## src/rtl/ula_multiciclo_pkg.sv

```systemverilog
// Shared encodings for the multicycle ULA: ALUOp/func codes, FSM states,
// internal operation set and the ALUOp/func decoder.
package ula_multiciclo_pkg;

  localparam logic [2:0] ALUOP_ADD   = 3'b000;
  localparam logic [2:0] ALUOP_SUB   = 3'b001;
  localparam logic [2:0] ALUOP_AND   = 3'b010;
  localparam logic [2:0] ALUOP_OR    = 3'b011;
  localparam logic [2:0] ALUOP_XOR   = 3'b100;
  localparam logic [2:0] ALUOP_SLT   = 3'b101;
  localparam logic [2:0] ALUOP_RTYPE = 3'b110;
  localparam logic [2:0] ALUOP_ADD2  = 3'b111;

  localparam logic [5:0] FUNC_ADD   = 6'b100000;
  localparam logic [5:0] FUNC_SUB   = 6'b100010;
  localparam logic [5:0] FUNC_AND   = 6'b100100;
  localparam logic [5:0] FUNC_OR    = 6'b100101;
  localparam logic [5:0] FUNC_XOR   = 6'b100110;
  localparam logic [5:0] FUNC_SLT   = 6'b101010;
  localparam logic [5:0] FUNC_MULTU = 6'b011001;
  localparam logic [5:0] FUNC_DIVU  = 6'b011011;
  localparam logic [5:0] FUNC_MFHI  = 6'b010000;
  localparam logic [5:0] FUNC_MFLO  = 6'b010010;

  typedef enum logic [2:0] {
    S_IDLE,
    S_EXEC,
    S_MUL,
    S_DIV,
    S_DONE
  } state_e;

  typedef enum logic [3:0] {
    OP_ADD,
    OP_SUB,
    OP_AND,
    OP_OR,
    OP_XOR,
    OP_SLT,
    OP_MULTU,
    OP_DIVU,
    OP_MFHI,
    OP_MFLO
  } op_e;

  // Unknown func codes and unlisted ALUOp values fall back to add.
  function automatic op_e decode_op(input logic [2:0] aluop, input logic [5:0] fn);
    op_e op;
    op = OP_ADD;
    case (aluop)
      ALUOP_ADD, ALUOP_ADD2: op = OP_ADD;
      ALUOP_SUB:             op = OP_SUB;
      ALUOP_AND:             op = OP_AND;
      ALUOP_OR:              op = OP_OR;
      ALUOP_XOR:             op = OP_XOR;
      ALUOP_SLT:             op = OP_SLT;
      ALUOP_RTYPE: begin
        case (fn)
          FUNC_SUB:   op = OP_SUB;
          FUNC_AND:   op = OP_AND;
          FUNC_OR:    op = OP_OR;
          FUNC_XOR:   op = OP_XOR;
          FUNC_SLT:   op = OP_SLT;
          FUNC_MULTU: op = OP_MULTU;
          FUNC_DIVU:  op = OP_DIVU;
          FUNC_MFHI:  op = OP_MFHI;
          FUNC_MFLO:  op = OP_MFLO;
          default:    op = OP_ADD;
        endcase
      end
      default: op = OP_ADD;
    endcase
    return op;
  endfunction

endpackage

```

## src/rtl/ula_multiciclo_muldiv_iter.sv

```systemverilog
// Iterative unsigned multiply / restoring divide, one bit per cycle.
// Loads on start, runs WIDTH iterations, then pulses done for one cycle
// with the final {hi_o, lo_o} held until the next start.
module ula_muldiv_iter #(
  parameter int WIDTH = 32
) (
  input  logic             clk,
  input  logic             reset,
  input  logic             start,
  input  logic             is_div,
  input  logic [WIDTH-1:0] a,
  input  logic [WIDTH-1:0] b,
  output logic             done,
  output logic [WIDTH-1:0] hi_o,
  output logic [WIDTH-1:0] lo_o
);

  localparam int CW = $clog2(WIDTH);

  logic [WIDTH-1:0] hi_q, lo_q, opd_q;
  logic [WIDTH-1:0] hi_d, lo_d;
  logic             div_q, run_q, done_q;
  logic [CW-1:0]    cnt_q;
  logic [WIDTH:0]   sum, shifted, diff;

  // One iteration step: shift-add for multu, trial subtract for divu.
  // Divide by zero needs no special case: every trial subtract succeeds,
  // giving an all-ones quotient and the dividend as remainder.
  always_comb begin
    sum     = {1'b0, hi_q} + {1'b0, opd_q};
    shifted = {hi_q, lo_q[WIDTH-1]};
    diff    = shifted - {1'b0, opd_q};
    hi_d    = hi_q;
    lo_d    = lo_q;
    if (div_q) begin
      if (!diff[WIDTH]) begin
        hi_d = diff[WIDTH-1:0];
        lo_d = {lo_q[WIDTH-2:0], 1'b1};
      end else begin
        hi_d = shifted[WIDTH-1:0];
        lo_d = {lo_q[WIDTH-2:0], 1'b0};
      end
    end else if (lo_q[0]) begin
      {hi_d, lo_d} = {sum, lo_q[WIDTH-1:1]};
    end else begin
      {hi_d, lo_d} = {1'b0, hi_q, lo_q[WIDTH-1:1]};
    end
  end

  // Operand load, iteration counter and completion pulse.
  always_ff @(posedge clk or posedge reset) begin
    if (reset) begin
      hi_q   <= '0;
      lo_q   <= '0;
      opd_q  <= '0;
      div_q  <= 1'b0;
      run_q  <= 1'b0;
      done_q <= 1'b0;
      cnt_q  <= '0;
    end else begin
      done_q <= 1'b0;
      if (start) begin
        hi_q  <= '0;
        lo_q  <= is_div ? a : b;
        opd_q <= is_div ? b : a;
        div_q <= is_div;
        run_q <= 1'b1;
        cnt_q <= '0;
      end else if (run_q) begin
        hi_q  <= hi_d;
        lo_q  <= lo_d;
        cnt_q <= cnt_q + CW'(1);
        if (cnt_q == CW'(WIDTH - 1)) begin
          run_q  <= 1'b0;
          done_q <= 1'b1;
        end
      end
    end
  end

  assign done = done_q;
  assign hi_o = hi_q;
  assign lo_o = lo_q;

endmodule

```

## src/rtl/ula_multiciclo.sv

```systemverilog
// Multicycle ULA for the EX stage: ALUOp/func decode, single-cycle ALU ops,
// iterative multu/divu with HI/LO, valid/ready on both sides.
module ula_multiciclo
  import ula_multiciclo_pkg::*;
#(
  parameter int WIDTH  = 32,
  parameter int OP_W   = 3,
  parameter int FUNC_W = 6
) (
  input  logic              clk,
  input  logic              reset,
  input  logic              in_valid,
  output logic              in_ready,
  input  logic [OP_W-1:0]   ALUOp,
  input  logic [FUNC_W-1:0] func,
  input  logic [WIDTH-1:0]  a,
  input  logic [WIDTH-1:0]  b,
  output logic              out_valid,
  input  logic              out_ready,
  output logic [WIDTH-1:0]  result,
  output logic              zero,
  output logic [WIDTH-1:0]  hi,
  output logic [WIDTH-1:0]  lo,
  output logic              busy
);

  state_e           state_q, state_d;
  op_e              op_q, op_in;
  logic [WIDTH-1:0] a_q, b_q, result_q, hi_q, lo_q, alu_res;
  logic             zero_q;
  logic             accept, md_start, md_is_div, md_done;
  logic [WIDTH-1:0] md_hi, md_lo;

  assign op_in     = decode_op(ALUOp[2:0], func[5:0]);
  assign accept    = in_valid && (state_q == S_IDLE);
  assign md_start  = accept && (op_in == OP_MULTU || op_in == OP_DIVU);
  assign md_is_div = (op_in == OP_DIVU);

  ula_muldiv_iter #(.WIDTH(WIDTH)) u_muldiv (
    .clk    (clk),
    .reset  (reset),
    .start  (md_start),
    .is_div (md_is_div),
    .a      (a),
    .b      (b),
    .done   (md_done),
    .hi_o   (md_hi),
    .lo_o   (md_lo)
  );

  // State register.
  always_ff @(posedge clk or posedge reset) begin
    if (reset) state_q <= S_IDLE;
    else       state_q <= state_d;
  end

  // Next-state logic.
  always_comb begin
    state_d = state_q;
    case (state_q)
      S_IDLE: if (accept) begin
        if (op_in == OP_MULTU)     state_d = S_MUL;
        else if (op_in == OP_DIVU) state_d = S_DIV;
        else                       state_d = S_EXEC;
      end
      S_EXEC:       state_d = S_DONE;
      S_MUL, S_DIV: if (md_done) state_d = S_DONE;
      S_DONE:       if (out_ready) state_d = S_IDLE;
      default:      state_d = S_IDLE;
    endcase
  end

  // Single-cycle ALU on the captured operands; mfhi/mflo read HI/LO, which
  // cannot change between accept and EXEC.
  always_comb begin
    alu_res = '0;
    case (op_q)
      OP_ADD:  alu_res = a_q + b_q;
      OP_SUB:  alu_res = a_q - b_q;
      OP_AND:  alu_res = a_q & b_q;
      OP_OR:   alu_res = a_q | b_q;
      OP_XOR:  alu_res = a_q ^ b_q;
      OP_SLT:  alu_res = {{(WIDTH-1){1'b0}}, ($signed(a_q) < $signed(b_q))};
      OP_MFHI: alu_res = hi_q;
      OP_MFLO: alu_res = lo_q;
      default: alu_res = '0;
    endcase
  end

  // Operand capture on accept; result/zero/HI/LO update on entry to DONE.
  always_ff @(posedge clk or posedge reset) begin
    if (reset) begin
      op_q     <= OP_ADD;
      a_q      <= '0;
      b_q      <= '0;
      result_q <= '0;
      zero_q   <= 1'b1;
      hi_q     <= '0;
      lo_q     <= '0;
    end else begin
      if (accept) begin
        op_q <= op_in;
        a_q  <= a;
        b_q  <= b;
      end
      if (state_q == S_EXEC) begin
        result_q <= alu_res;
        zero_q   <= (alu_res == '0);
      end
      if ((state_q == S_MUL || state_q == S_DIV) && md_done) begin
        hi_q     <= md_hi;
        lo_q     <= md_lo;
        result_q <= md_lo;
        zero_q   <= (md_lo == '0);
      end
    end
  end

  assign in_ready  = (state_q == S_IDLE);
  assign out_valid = (state_q == S_DONE);
  assign busy      = (state_q == S_EXEC) || (state_q == S_MUL) || (state_q == S_DIV);
  assign result    = result_q;
  assign zero      = zero_q;
  assign hi        = hi_q;
  assign lo        = lo_q;

endmodule

```

## config.mk

```make
export PLATFORM = sky130hd
export DESIGN_NAME = ula_multiciclo
export DESIGN_NICKNAME = d
export VERILOG_FILES = /design/src/rtl/ula_multiciclo_pkg.sv /design/src/rtl/ula_multiciclo_muldiv_iter.sv /design/src/rtl/ula_multiciclo.sv
export SDC_FILE = /design/constraint.sdc
export NUM_CORES = 1
export LEC_CHECK = 0
export ABC_AREA = 1
export CAP_MARGIN = 40
export CORE_MARGIN = 2
export CORE_UTILIZATION = 61
export CTS_CLUSTER_DIAMETER = 150
export DETAILED_ROUTE_END_ITERATION = 8
export PLACE_DENSITY = 0.9
export SLEW_MARGIN = 10
export SYNTH_ARGS = -nofsm -noshare
export SYNTH_HDL_FRONTEND = slang
export SYNTH_SLANG_ARGS = --single-unit
```

## constraint.sdc

```tcl
create_clock -name clk -period 14 [get_ports clk]
set_input_delay 4.2 -clock clk [delete_from_list [all_inputs] [get_ports clk]]
set_output_delay 4.2 -clock clk [all_outputs]
set_load 0.01 [all_outputs]
```

* After elaboration in Yosys (flattened, before gate mapping)
Cells that the tools add are included.
** Storage, ports and cells
- Word-level logic and storage cells :: 107
- Output and inout port bits :: 100
- Register bits after elaboration :: 272
- Input bits :: 77
** Cells by class
- Add/sub/neg operators :: 5
- Multiplexer cells :: 33
- $lt $le $gt $ge :: 1
- Equality and inequality tests :: 33
- Reductions and logical operators :: 17
- Bitwise gates (word level) :: 3
** Operators with widths (count)
- 32-bit 2-to-1 mux :: 13
- 32-bit case mux with 8 select lines :: 1
- 32-bit zero test :: 2
- 4-bit case mux with 9 select lines :: 1
- 32-bit by 32-bit adder with 33-bit output :: 1
- 33-bit by 32-bit subtractor with 33-bit output :: 1
- 32-bit adder :: 1
- 32-bit AND :: 1
- 32-bit < comparator :: 1
- 32-bit bitwise OR :: 1
- 32-bit subtractor :: 1
- 32-bit XOR :: 1
- 6-bit == test (second input constant) :: 5
- 4-bit case mux with 7 select lines :: 1
- 6-bit by 5-bit == test with 1-bit output (second input constant) :: 4
- 4-bit by 3-bit == test with 1-bit output (second input constant) :: 4
- 3-bit == test (second input constant) :: 5
- 3-bit by 2-bit == test with 1-bit output (second input constant) :: 4
- 3-bit case mux with 4 select lines :: 1
- 5-bit 2-to-1 mux :: 2
- 1-bit 2-to-1 mux :: 9
- 3-bit 2-to-1 mux :: 3
- 4-bit by 2-bit == test with 1-bit output (second input constant) :: 2
- 4-bit == test (second input constant) :: 2
- 13 further kinds :: 25

* Depth between registers and ports, before layout
- Word-level depth :: 8
- Depth in mapped cells :: 22

* Cells and area by module
Synthesis repeated with hierarchy kept, for this count alone.
** Second synthesis, totals
- Cell total of the unflattened synthesis :: 4014
- Area total of the unflattened synthesis :: 25001.5 um^2
** By module, submodules not included
- ula_multiciclo :: sequential area each 4205.3 um^2, area each 14000.9 um^2, cells an instance 2147, instances 1
- ula_muldiv_iter :: sequential area each 2602.5 um^2, area each 11000.6 um^2, cells an instance 1867, instances 1

* Worst setup path before layout
No wires, ideal clock.
- Path type :: in2reg
- Start point :: input port func[5]
- End point :: register u_muldiv.lo_q[10], in the netlist u_muldiv.lo_o[10]
- Setup slack :: 8230 ps
- Setup time :: 125 ps
- Path buffers :: 2
- Stages :: 12
- Data arrival time :: 5645 ps
- Path through :: inv_1 -> or2_1 -> nor3_2 -> nand2_1 -> inv_1 -> o21ai_1 -> a21boi_4 -> nand3_2 -> buf_6 -> buf_6 -> o32ai_1 -> nor2_1
** On the way
- Longest elaborated chain between the ends :: 7
- Elaborated cells on any way between the ends :: 18
- Those cells by class :: eq/ne (11); mux (4); reduce/logical (3)
** RTL lines
- start, declared :: line ula_multiciclo.sv:15 : input logic [FUNC_W-1:0] func,
- 6-bit by 5-bit == test with 1-bit output / 6-bit == test (equally long branches) :: line ula_multiciclo_pkg.sv:58 : case (fn)
- 4-bit case mux with 9 select lines * :: line ula_multiciclo_pkg.sv:58
- 4-bit case mux with 7 select lines * :: line ula_multiciclo_pkg.sv:50 : case (aluop)
- 4-bit by 3-bit == test with 1-bit output, on equally long branches :: line ula_multiciclo.sv:36, ula_multiciclo.sv:37
- 1-bit logical OR :: line ula_multiciclo.sv:36 : assign md_start = accept && (op_in == OP_MULTU || op_in == OP_DIVU);
- 1-bit logical AND :: line ula_multiciclo.sv:36
- 32-bit 2-to-1 mux / 2-bit nonzero test (equally long branches)
- end signal, assigned :: line ula_multiciclo_muldiv_iter.sv:64 : lo_q <= is_div ? a : b;
- end signal, assigned :: line ula_multiciclo_muldiv_iter.sv:71 : lo_q <= lo_d;
- end, declared :: line ula_multiciclo_muldiv_iter.sv:20 : logic [WIDTH-1:0] hi_q, lo_q, opd_q;
Every way passes the cells marked *; elsewhere a longest branch is shown, timed or not.
A chain may end at the register's enable or synchronous reset.

* Worst setup path after layout
- Start point :: input port func[5]
- End point :: register u_muldiv.lo_q[14], in the netlist u_muldiv.lo_o[14]
The elaborated chain is that of the path after synthesis.

==> results.cfg <==
[power_and_ir_drop]
swShare_pct = 56.4
leakagePower_nw = 13.3
power_density_mw_per_mm2 = 263
combPwrFrac_pct = 68.5
p_switching_mw = 3.90
seq_power_share_pct = 20.4
finalPower_mw = 6.91
ir_worst_vdd_mv = 0.148
p_int_mw = 3.01
p_clk_share_pct = 11.1

[routing]
wl_met2_mm = 39.1
wl_met3_mm = 10.3
routed_wl_mm = 89.5
route.detailed.drc = 0
wl_met1_mm = 34.3
avgViaCountPerCell = 6.16
wl_per_cell_um = 21.5
drt_iter0_drc = 3313
drtAntennaViolNets = 0
vias = 25700
highest_layer = met4
drtPass1Iterations = 6

[clocking]
cts_buffers = 29
cts_buffer_depth = 3
cts-root-buf = clkbuf_16
clock_sinks = 272
cts_tree = done
cts_setup_buffers = 0
cts_hold_buf = 0
htree_levels = 1
cts.repair.resized = 0
clock_latency_ns = 0.58
clk_pin_slew_worst_paths_ns = 0.07

[logic_synthesis]
synth_edf_count = 0
ys_ff_latch = 272
synth_seq_area_share_pct = 29.3
syn-num-nets = 3806
yosys_warnings = 0
synthArstFlopShare_pct = 100
yosysUniqueCellTypes = 59
syn-cell-area_mm2 = 0.0233
synth_ff_type = dfrtp_1
syn_inst = 3546
syn_avg_cell_area_um2 = 6.56

[die]
fp.dieW_um = 199
start_util_pct = 61.9
die_area_mm2 = 0.0397
dieHeight_um = 199
num_io_pins = 177
rows = 71
core_area_mm2 = 0.0376

[timing]
tightestPinTransition_ns = 0.912
fmax_mhz = 141
min_period_ns = 7.08
hold_viol = 0
slew_headroom_pct = 38.7
final_max_slew_viol_count = 0
setup_violations = 0
rsz0062_at_grt = no
worst_clock_skew_ns = 0.0174
whs_ns = 0.493
min_period_over_period_pct = 50.6
setup_tns_ns = 0

[critical_path]
crit_cells = 14
critPathMaxFanout = 64
cpLargestDelayFamily = buffers and inverters
setup.worst_path.class = primary input to flip-flop
cp-end-kind = flip-flop
crit_buf_inv = 5
crit_slowest_cell = nand2_2
cp-start-kind = primary input
crit_chain = clkdlybuf4s50_1 > inv_1 > or2_1 > nor3_2 > nand2_1 > inv_1 > o21ai_1 > a21boi_4 > nand3_2 > buf_4 > inv_2 > nand2_2 > o22ai_1 > nor2_1
slowest_delay_ns = 0.59
required_ns = 14.46
crit_path_frequent_cell = inv_1
ff2ff_path_depth = 20
worstPathArrival_ns = 7.54

[grt]
grt_util_all_layers_pct = 44.9
grt-ovfl-total = 0
grt_pass1_wl_mm = 135
antenna_found_initial = 0
grt_max_degree = 103
grt_pass1_vias = 23800

[status]
status = finished clean

[final_layout]
final_common_cell = nand2_1
fin_area_mm2 = 0.0262
fin_nets = 3900
areaGrowthSynthToFinish_pct = 12.8
drive_gt1_share_pct = 3.34
final_cell_mix = nand2_1, inv_1, o21ai_0

[worst_hold_path]
min_path_cells = 1
hp-class = flip-flop to flip-flop

[place]
place_congestion = 1.06
hpwl_mm = 69.2
place_area_mm2 = 0.0253
io_buffers = 176

[run]
drv_cap = 0
-- worst register-to-register path, cell delays in order, from the launching register on --
cell     delay [ns]
dfrtp_1        0.43
inv_1          0.10
ha_1           0.25
fa_1           0.48
inv_1          0.13
nand2_1        0.06
nand3_1        0.15
nand2_1        0.10
nand2_1        0.20
nand2_1        0.13
nand2_1        0.11
nand2_1        0.07
nand2_1        0.13
nand2_1        0.06
nand3_1        0.17
nand2_1        0.13
inv_1          0.13
nand3_1        0.08
nor2_1         0.27
nand3_1        0.18
a21oi_1        0.16
-- power groups by stage --
stage	Combinational (mW)	Sequential [mW]	Clock [mW]
global route	5.21	1.43	0.789
CTS	4.57	1.39	0.756
detailed placement	4.53	1.39	0
floorplan	3.28	1.29	0
global placement	4.44	1.38	0
finish	4.73	1.41	0.764
-- sequential cells by signal, indices dropped and copies added (netlist names) --
signal          cells
a_q                32
b_q                32
hi                 32
lo                 32
op_q                4
result             32
state_q             3
u_muldiv.cnt_q      5
u_muldiv.div_q      1
u_muldiv.done       1
u_muldiv.hi_o      32
u_muldiv.lo_o      32
u_muldiv.opd_q     32
u_muldiv.run_q      1
zero                1
-- synth_stat cells (9+ instances only) --
cell	count	share of area, %
nand2_1	928	15
inv_1	528	8.5
o21ai_0	311	6.7
nor2_1	298	4.8
dfrtp_1	271	29
nand3_1	245	5.3
a21oi_1	196	4.2
ha_1	179	9.6
o22ai_1	84	2.3
clkbuf_1	64	1.0
o211ai_1	52	1.7
buf_2	49	1.1
nor3_1	42	0.90
a31oi_1	36	0.97
o32ai_1	29	1.1
nand4_1	27	0.73
xnor2_1	17	0.64
a211oi_1	15	0.48
xor2_1	15	0.56
o21bai_1	14	0.45
or2_2	12	0.32
a21o_1	10	0.32
buf_1	9	0.15
buf_6	9	0.44
nor4_1	9	0.24
-- logic make-up (layout without fill, tap and decap cells) --
kind of cell / after synthesis / count (layout) / synth area share, %
AOI/OAI and AO/OA: 779 / 779 / 19.4
xor gates and xnor gates: 32 / 32 / 1.20
adders and majority gates: 183 / 183 / 9.97
buffers and inverters: 678 / 790 / 11.6
DFF: 272 / 272 / 29.3
other: 0 / 1 / 0
and+or+nand+nor: 1602 / 1602 / 28.5
-- path summary, 6_finish.rpt --
path / startpoint / end / slack (ns)
worst min register to register: result[18] / result[18] / 0.49
worst max register to register: a_q[0] / zero / 10.40
max in group asynchronous: reset / u_muldiv.hi_o[23] / 8.50
min in group asynchronous: reset / lo[4] / 3.95
worst max-delay path: func[5] / u_muldiv.lo_o[14] / 6.92
worst min-delay path: result[18] / result[18] / 0.49
-- per-layer routing --
metal  vias to the layer above  global-route usage [%]
met5                         -                       0
met1                     11800                    58.0
li1                      11800                       -
met4                         0                    25.6
met3                       333                    9.84
met2                      1759                    69.7
-- metrics by stage --
stage	utilization (%)	worst slack, ns	cells
5_1_grt	69.8	6.75	4169
2_1_floorplan	-	2.31	3546
4_1_cts	69.8	7.03	4169
6_report	69.8	6.92	4170
3_5_place_dp	67.4	6.47	4120
3_3_place_gp	66.9	6.37	4112
-- layout make-up --
type | instances | area, µm²
diodes | 1 | 2.50
clock buffers | 41 | 821
clock inverters | 8 | 77.6
fillers | 3231 | 11300
inverters | 538 | 2030
multi-input cells | 2596 | 13800
flip-flops and latches | 272 | 6810
well taps | 511 | 639
repair buffers | 203 | 2100
Power figures use the tool's default switching activity.
